<file path="src/rtl/mem_lsu_stage.sv">
// mem_lsu_stage: MEM pipeline stage issuing loads/stores on a valid/ready data bus and registering the MEM->WB pipeline register
// Ports: clk/rst (async, active-low); exe_* registered EXE->MEM values; mem_stall holds the upstream pipe;
// mem_alu_result forwards the ALU result to EXE; dbus_req_*/dbus_rsp_* data bus; wb_* MEM->WB register;
// misalign_trap is the registered misalign flag. Optional macro MEM_MISALIGN_TRAP_EN enables misalign trapping.
module mem_lsu_stage #(
    parameter int ADDR_W = 32
) (
    input  logic              clk,
    input  logic              rst,
    input  logic              exe_valid,
    input  logic [31:0]       exe_alu_result,
    input  logic [31:0]       exe_write_data,
    input  logic [4:0]        exe_rd,
    input  logic [31:0]       exe_pc_inc,
    input  logic              exe_register_write,
    input  logic [1:0]        exe_result_src,
    input  logic              exe_mem_load,
    input  logic              exe_mem_store,
    input  logic [2:0]        exe_mem_size,
    output logic              mem_stall,
    output logic [31:0]       mem_alu_result,
    output logic              dbus_req_valid,
    input  logic              dbus_req_ready,
    output logic [ADDR_W-1:0] dbus_req_addr,
    output logic              dbus_req_we,
    output logic [3:0]        dbus_req_be,
    output logic [31:0]       dbus_req_wdata,
    input  logic              dbus_rsp_valid,
    input  logic [31:0]       dbus_rsp_rdata,
    output logic              wb_valid,
    output logic              wb_register_write,
    output logic [1:0]        wb_result_src,
    output logic [4:0]        wb_rd,
    output logic [31:0]       wb_alu_result,
    output logic [31:0]       wb_read_data,
    output logic [31:0]       wb_pc_inc,
    output logic              misalign_trap
);
    typedef enum logic {IDLE, WAIT_RSP} state_t;
    state_t      state_q, state_d;
    logic        memop, mis, bus_op, commit, issue;
    logic [1:0]  lo_q;
    logic [2:0]  size_q;
    logic [1:0]  sz;
    logic [7:0]  rb;
    logic [15:0] rh;
    logic [31:0] fmt;

    assign memop = exe_valid & (exe_mem_load | exe_mem_store);
    assign sz    = exe_mem_size[1:0];
`ifdef MEM_MISALIGN_TRAP_EN
    assign mis = memop & (((sz == 2'b01) & exe_alu_result[0]) | ((sz == 2'b10) & (exe_alu_result[1:0] != 2'b00)));
`else
    assign mis = 1'b0;
`endif
    // A trapping access never reaches the bus; it commits straight away
    assign bus_op = memop & ~mis;

    always_comb begin
        state_d        = state_q;
        dbus_req_valid = 1'b0;
        mem_stall      = 1'b0;
        if (state_q == IDLE) begin
            dbus_req_valid = bus_op;
            // Stores are posted: accepted means done. Loads always wait for the response.
            mem_stall      = bus_op & (exe_mem_load | ~dbus_req_ready);
            state_d        = (bus_op & exe_mem_load & dbus_req_ready) ? WAIT_RSP : IDLE;
        end else begin
            mem_stall = ~dbus_rsp_valid;
            state_d   = dbus_rsp_valid ? IDLE : WAIT_RSP;
        end
    end

    assign issue  = (state_q == IDLE) & bus_op & exe_mem_load & dbus_req_ready;
    assign commit = exe_valid & ~mem_stall;

    assign mem_alu_result = exe_alu_result;
    assign dbus_req_addr  = {exe_alu_result[ADDR_W-1:2], 2'b00};
    assign dbus_req_we    = exe_mem_store;
    assign dbus_req_be    = ~exe_mem_store ? 4'b1111 :
                            (sz == 2'b00)  ? 4'b0001 << exe_alu_result[1:0] :
                            (sz == 2'b01)  ? 4'b0011 << {exe_alu_result[1], 1'b0} : 4'b1111;
    assign dbus_req_wdata = (sz == 2'b00) ? {4{exe_write_data[7:0]}} :
                            (sz == 2'b01) ? {2{exe_write_data[15:0]}} : exe_write_data;

    // Lane select uses the offset and size captured when the load was accepted
    assign rb  = dbus_rsp_rdata[{lo_q, 3'b000} +: 8];
    assign rh  = dbus_rsp_rdata[{lo_q[1], 4'b0000} +: 16];
    assign fmt = (size_q[1:0] == 2'b00) ? {{24{~size_q[2] & rb[7]}}, rb} :
                 (size_q[1:0] == 2'b01) ? {{16{~size_q[2] & rh[15]}}, rh} : dbus_rsp_rdata;

    always_ff @(posedge clk or negedge rst) begin
        if (!rst) begin
            state_q           <= IDLE;
            lo_q              <= '0;
            size_q            <= '0;
            wb_valid          <= 1'b0;
            wb_register_write <= 1'b0;
            wb_result_src     <= '0;
            wb_rd             <= '0;
            wb_alu_result     <= '0;
            wb_read_data      <= '0;
            wb_pc_inc         <= '0;
`ifdef MEM_MISALIGN_TRAP_EN
            misalign_trap     <= 1'b0;
`endif
        end else begin
            state_q           <= state_d;
            wb_valid          <= commit;
            wb_register_write <= commit & exe_register_write & ~mis;
`ifdef MEM_MISALIGN_TRAP_EN
            misalign_trap     <= commit & mis;
`endif
            if (issue) begin
                lo_q   <= exe_alu_result[1:0];
                size_q <= exe_mem_size;
            end
            if (commit) begin
                wb_result_src <= exe_result_src;
                wb_rd         <= exe_rd;
                wb_alu_result <= exe_alu_result;
                wb_pc_inc     <= exe_pc_inc;
                // Only a load completing from WAIT_RSP carries read data
                wb_read_data  <= (state_q == WAIT_RSP) ? fmt : 32'h0;
            end
        end
    end

`ifndef MEM_MISALIGN_TRAP_EN
    assign misalign_trap = 1'b0;
`endif
endmodule

</file>
<file path="config.mk">
export PLATFORM = sky130hd
export DESIGN_NAME = mem_lsu_stage
export DESIGN_NICKNAME = d
export VERILOG_FILES = /design/src/rtl/mem_lsu_stage.sv
export SDC_FILE = /design/constraint.sdc
export NUM_CORES = 1
export LEC_CHECK = 0
export ABC_AREA = 0
export CORE_AREA = 2 2 137 139
export CTS_BUF_LIST = sky130_fd_sc_hd__clkbuf_2
export DETAILED_ROUTE_END_ITERATION = 8
export DIE_AREA = 0 0 139 141
export PLACE_DENSITY = 0.71
export SLEW_MARGIN = 20
export SYNTH_ARGS = -nofsm -noshare
export SYNTH_HDL_FRONTEND = slang
export SYNTH_SLANG_ARGS = --single-unit
</file>
<file path="constraint.sdc">
create_clock -name clk -period 4.3 [get_ports clk]
set_input_delay 0.86 -clock clk [delete_from_list [all_inputs] [get_ports clk]]
set_output_delay 0.86 -clock clk [all_outputs]
set_load 0.1 [all_outputs]
</file>
==> summary.md, run 1 <==
| Metric | Value |
|---|---|
| Vias in the first global route | 4980 |
| Initial drt markers | 303 |
| Fillers | 1586 |
| Unrepaired setup endpoints after global routing | false |
| Clock buffer depth | 2 |
| Die W | 139 µm |
| Synth top area share | 48.1% |
| Worst-margin pin slew | 1.12 ns |
| GRT Residual Overflow | 0 |
| Required time of the critical path | 3.44 ns |
| Remaining DRCs | 0 |
| Power per cell area | 566 nW/µm² |
| Fin. max-slew vios | 0 |
| M2 GR Usage | 34.5% |
| CTS Hold Buffers Added | 0 |
| Starting Density | 31.6% |
| Register area share after synthesis | 48.1% |
| DP HPWL | 14600 µm |
| Kind of end point of the critical path | output port |
| Post-CTS setup buffer count | 0 |
| Clk_skew | 0.0410 ns |
| Clk root buf | clkbuf_2 |
| Synth cell types | 39 |
| HP Class | in -> async |
| Maxcap violations | 0 |
| Simple-gate portion of the synthesized area | 4.08% |
| Arrival @ worst endpoint | 2.56 ns |
| Cells along the critical path | clkdlybuf4s50_1 > nor2b_1 > o21ai_0 > buf_12 |
| Leakage power | 3.90 nW |
| Via-to-Cell Ratio | 4.95 |
| I/O Buffers | 351 |
| Die ar. | 19600 µm² |
| Area occupied by registers | 2780 µm² |
| WL per Instance | 19.1 µm |
| Synth top area cells | dfrtp_1 (48%), mux2_2 (17%), buf_4 (9.6%) |
| Status | finished clean |
| Clk_lat worst skew | 0.62 ns |
| CTS tree | yes |
| GR Util met1 | 19.4% |
| Cell Count, Final, Fillers Out | 963 |
| Delay of the slowest critical-path stage | 0.83 ns |
| Period minus WS final | 3.42 ns |
| Die Y-Extent | 141 µm |
| CP Buf/Inv Count | 2 |
| Area leader, netlist | dfrtp_1 |
| Top Usage Layer GRT | met2 |
| Footprint of the multi-input gates | 2210 µm² |
| Reg clk slew, reported paths | 0.32 ns |
| Synth Instances | 455 |
| Syn Area/Cell | 12.7 µm² |
| Critical path's top delay family | buffers and inverters |
| Post-layout net count | 869 |
| Htree depth | 3 |
| Proportion of synthesized area in mux cells | 24.3% |
| Setup TNS Final | 0 ns |
| Crit path kind | in -> out |
| Drt first pass iters | 5 |
| Cell Area, Synth | 5770 µm² |
| Initial antenna violation count | 1 |
| F_max | 292 MHz |
| CP Launch Type | primary input |
| Post-synthesis adder-cell area fraction | 0% |
| Final wirelength | 18400 µm |
| Final setup viols | 0 |
| Core Area | 18300 µm² |
| M3 GR Usage | 4.21% |
| GPL Wtd Cong | 0.887 |
| # placed instances | 946 |
| CTS Buf Count | 9 |
| Crit path max fanout | 12 |
| Slowest cell on crit path | clkdlybuf4s50_1 |
| WHS | 0.210 ns |
| Area grow syn2layout | 54.3% |
| Clk sink count | 111 |
| Final Cycle Share | 79.6% |
| Final Hold Viols | 0 |
| Resized cells post-CTS | 0 |
| Xor/xnor share of the synthesized area | 0% |
| Largest family of logic cells by synthesized area | multiplexers |
| GRT Overall Usage | 18.2% |
| Worst rel slew slack | 25.2% |
| YS warnings | 0 |
| VDD IR max | 301 µV |
| Compound-Gate Fraction of Synth Area | 9.82% |
| Fraction of layout cells with a size suffix above 1 | 31.6% |
| Largest net degree at the start of global routing | 71 |
| DR vias | 4765 |
| Number of synthesized register bits | 111 |
| Top Ports | 355 |
| First-pass GRT wire length | 27800 µm |
| Post-route ant nets | 0 |
| Num rows | 50 |
## worst paths after layout
kind | endpoint | start | depth (start not counted) | slack, ns
setup / recovery | dbus_req_be[2] | exe_mem_size[0] | 4 | 0.88
hold / removal | wb_read_data[30]$_DFFE_PN0P_ | rst | 1 | 0.21
setup reg to reg | wb_read_data[26]$_DFFE_PN0P_ | lo_q[1]$_DFFE_PN0P_ | 4 | 1.98
hold reg to reg | wb_read_data[10]$_DFFE_PN0P_ | wb_read_data[10]$_DFFE_PN0P_ | 1 | 0.52
max in group asynchronous | wb_pc_inc[31]$_DFFE_PN0P_ | rst | 2 | 3.25
min in group clk | wb_read_data[10]$_DFFE_PN0P_ | wb_read_data[10]$_DFFE_PN0P_ | 1 | 0.52
## synthesized netlist by cell type (all sizes together)
cell and count:
and2 1, a21oi 1, o2bb2ai 8, clkbuf 6, nor4 1, and3 2, nand2 13, nand3 2
o21ai 23, nand3b 1, a32o 1, nor3 7, a21o 7, and2b 1, nor2 6, dfrtp 111
inv 11, a2bb2oi 1, nor2b 4, nand4b 1, conb 1, a221o 23, nand2b 3, mux2 92
mux4 8, buf 94, o22ai 8, o31ai 1, mux2i 17
## layer usage
layer	routed length [µm]	part of all wire, %
met1	6690	36
met2	9900	54
met3	1330	7.2
met4	505	2.7
met5	0	0
## state kept, by name (all words and copies together), names as in the netlist
register           flops
wb_pc_inc             32
wb_alu_result         32
lo_q                   2
wb_rd                  5
wb_read_data          32
wb_valid               1
size_q                 3
wb_register_write      1
state_q                1
wb_result_src          2
## kinds of logic after synthesis
kind of cell | after synthesis
compound gates | 73
simple gates | 42
buf+inv | 111
flops | 111
mux | 117
other cells | 1
## power breakdown
group | switching [mW] | internal, mW
registers | 0.165 | 1.26
clock network | 0.365 | 0.0909
logic | 2.36 | 0.806
## worst register-to-register path: stages, from the launching register on
cell and delay, ns:
dfrtp_1 0.89, mux2i_1 0.18, mux2_4 0.31, nor4_4 0.70, a221o_2 0.24
## stage by stage
step	setup WS, ns	util (%)	power [mW]	area [µm²]
global route	0.776	48.8	5.23	8910
finish	0.876	48.8	5.04	8910
detailed placement	0.867	48.2	4.62	8800
CTS	0.860	48.8	5.09	8910
floorplan	-0.0480	-	3.83	5780
global placement	0.907	48.2	4.59	8800
## cells in the final DEF (no fill, tap or decap), drive strengths merged, types with 2 or more instances in the layout
| cell type | count |
|---|---|
| mux2i | 17 |
| o2bb2ai | 8 |
| and3 | 2 |
| nor2b | 4 |
| nand2 | 13 |
| mux2 | 92 |
| dfrtp | 111 |
| a221o | 23 |
| nor2 | 6 |
| buf | 106 |
| clkdlybuf4s50 | 249 |
| mux4 | 8 |
| nor3 | 7 |
| nand3 | 2 |
| o21ai | 23 |
| a21o | 7 |
| nand2b | 3 |
| o22ai | 8 |
| conb | 3 |
| clkinv | 2 |
| clkbuf | 10 |
| inv | 15 |
## area by class of cell
class / instances / share of cell area [%]
multi-input combinational: 235 / 24.9
clock buffer: 10 / 0.562
tap: 234 / 3.29
clock inverter: 6 / 0.576
inverter: 11 / 0.492
antenna: 1 / 0.0281
sequential: 111 / 31.2
timing repair buffer: 355 / 39.0
No activity file was read; power rests on OpenSTA's default activity.
==> run 2, diff against run 1 <==
--- a/config.mk
+++ b/config.mk
@@ -6,10 +6,10 @@
 export NUM_CORES = 1
 export LEC_CHECK = 0
 export ABC_AREA = 0
-export CORE_AREA = 2 2 137 139
+export CORE_AREA = 2 2 140 142
 export CTS_BUF_LIST = sky130_fd_sc_hd__clkbuf_2
 export DETAILED_ROUTE_END_ITERATION = 8
-export DIE_AREA = 0 0 139 141
+export DIE_AREA = 0 0 142 144
 export PLACE_DENSITY = 0.71
 export SLEW_MARGIN = 20
 export SYNTH_ARGS = -nofsm -noshare
==> constraint.sdc (replaced) <==
create_clock -name clk -period 2.74 [get_ports clk]
set_input_delay 0.548 -clock clk [delete_from_list [all_inputs] [get_ports clk]]
set_output_delay 0.548 -clock clk [all_outputs]
set_load 0.1 [all_outputs]
==> run 2 against run 1 <==
Against the previous run:
- cell count increased by 2.2%
- total power up 61%
- final area up 12%
- register-to-register slack lost 1.1 ns
- utilization is 3.4 points higher
- worst hold slack improved by 0.11 ns
- via count is 1.6% higher
- largest power group unchanged
- die area grew 4.3%
==> summary.md, run 2 (same netlist as run 1, synthesis figures left out) <==
| Metric | Value |
|---|---|
| Status | finished clean |
| Die W | 142 µm |
| CTS tree | yes |
| Remaining DRCs | 0 |
| Setup TNS Final | 0 ns |
| Initial antenna violation count | 2 |
| CP Launch Type | flop |
| HP Class | in -> async |
| Regs by FF count | wb_alu_result (32), wb_pc_inc (32), wb_read_data (32) |
| Area grow syn2layout | 72.6% |
| Reg clk slew, reported paths | 0.37 ns |
| Die Y-Extent | 144 µm |
| GPL Wtd Cong | 0.849 |
| GRT Overall Usage | 18.3% |
| Via-to-Cell Ratio | 4.92 |
| Top Ports | 355 |
| Core Area | 19100 µm² |
| Worst-margin pin slew | 0.585 ns |
| Clk_skew | 0.0490 ns |
| Fin. max-slew vios | 0 |
| Fin util | 52.2% |
| Worst rel slew slack | 61.0% |
| Vias in the first global route | 4899 |
| DP HPWL | 15600 µm |
| Arrival @ worst endpoint | 2.02 ns |
| Post-layout net count | 886 |
| Htree depth | 3 |
| GRT Residual Overflow | 0 |
| Crit path kind | reg -> out |
| Unrepaired setup endpoints after global routing | false |
| Maxcap violations | 0 |
| Final wirelength | 19100 µm |
| Kind of end point of the critical path | output port |
| Power per cell area | 817 nW/µm² |
| Largest net degree at the start of global routing | 62 |
| Final Hold Viols | 0 |
| Final setup viols | 0 |
| WHS | 0.318 ns |
| Period minus WS final | 2.56 ns |
| Post-route ant nets | 0 |
| F_max | 390 MHz |
| DR vias | 4840 |
| Final Cycle Share | 93.6% |
| Die ar. | 20400 µm² |
| Crit path max fanout | 6 |
| Clk sink count | 111 |
| Starting Density | 30.3% |
| Required time of the critical path | 2.19 ns |
| I/O Buffers | 351 |
| # placed instances | 966 |
| Initial drt markers | 157 |
| VDD IR max | 248 µV |
| Most frequent cells in the layout | clkdlybuf4s50_1 (144), buf_4 (121), dfrtp_1 (111) |
| Cell Count, Final, Fillers Out | 984 |
| Clk root buf | clkbuf_2 |
| Num rows | 51 |
| Fraction of layout cells with a size suffix above 1 | 48.3% |
| First-pass GRT wire length | 28300 µm |
| Drt first pass iters | 4 |
| Clk_lat worst skew | 0.66 ns |
| Fillers | 1644 |
| Leading cell type in the layout, fill and taps excluded | clkdlybuf4s50_1 |
| CTS Buf Count | 9 |
| Reg-to-reg slack, setup | 0.84 ns |
| Leakage power | 4.53 nW |
| Clock buffer depth | 2 |
| WL per Instance | 19.4 µm |
[run 2: cell types whose count changed in the layout (fill, tap and decap cells not counted), sizes merged]
cell and change:
buf +121, clkdlybuf4s50 -105, clkinvlp +2, clkbuf -1
clkinv -1, dlygate4sd3 +1
[run 2: what timing repair did]
item                       in CTS  in global routing
hold endpoints to repair       33                  0
hold buffers                    1                  0
buffers inserted                0                  0
resized for setup               0                  0
setup endpoints to repair       0                  0
[run 2: worst max-delay path, stage by stage, from the launching register on]
cell	delay (ns)
dfrtp_1	0.52
and2b_1	0.24
o21ai_0	0.12
o21ai_1	0.30
buf_12	0.22
[run 2: stage by stage]
step                power [mW]  setup slack [ns]  area (µm²)
floorplan                 6.01            -0.581        5810
global placement          7.40             0.187        9840
detailed placement        7.44             0.184        9840
CTS                       8.23            0.0433        9960
global route              8.43           0.00260        9960
finish                    8.13             0.177        9960
[run 2: where the power goes]
part	internal (mW)	leakage, nW	switching (mW)
clock	0.143	0.0630	0.614
combinational	1.37	3.10	3.82
sequential	1.98	1.37	0.211
[run 2: layout make-up]
| cell class | instances | area [µm²] | share of cell area, % |
|---|---|---|---|
| antenna | 1 | 2.50 | 0.0251 |
| clock inverter | 7 | 63.8 | 0.641 |
| inverter | 11 | 43.8 | 0.440 |
| clock buffer | 9 | 45.0 | 0.452 |
| timing repair buffer | 372 | 4480 | 45.0 |
| tap | 238 | 298 | 2.99 |
| sequential | 111 | 2780 | 27.9 |
| multi-input combinational | 235 | 2250 | 22.6 |
[run 2: routing by layer]
layer / part of all wire (%) / global-route usage (%) / vias to the layer above
li1: - / - / 2146
met5: 0.068 / 0 / -
met3: 9.7 / 6.52 / 40
met2: 52 / 32.7 / 272
met4: 4.1 / 9.47 / 2
met1: 34 / 18.9 / 2380
[run 2: path summary, 6_finish.rpt]
check	start	end	cells past startpoint
setup reg to reg	lo_q[0]$_DFFE_PN0P_	wb_read_data[8]$_DFFE_PN0P_	4
hold reg to reg	wb_read_data[13]$_DFFE_PN0P_	wb_read_data[13]$_DFFE_PN0P_	1
min in group clk	exe_register_write	wb_register_write$_DFF_PN0_	2
setup / recovery	state_q$_DFF_PN0_	mem_stall	4
hold / removal	rst	wb_read_data[17]$_DFFE_PN0P_	2
max in group asynchronous	rst	wb_pc_inc[23]$_DFFE_PN0P_	3
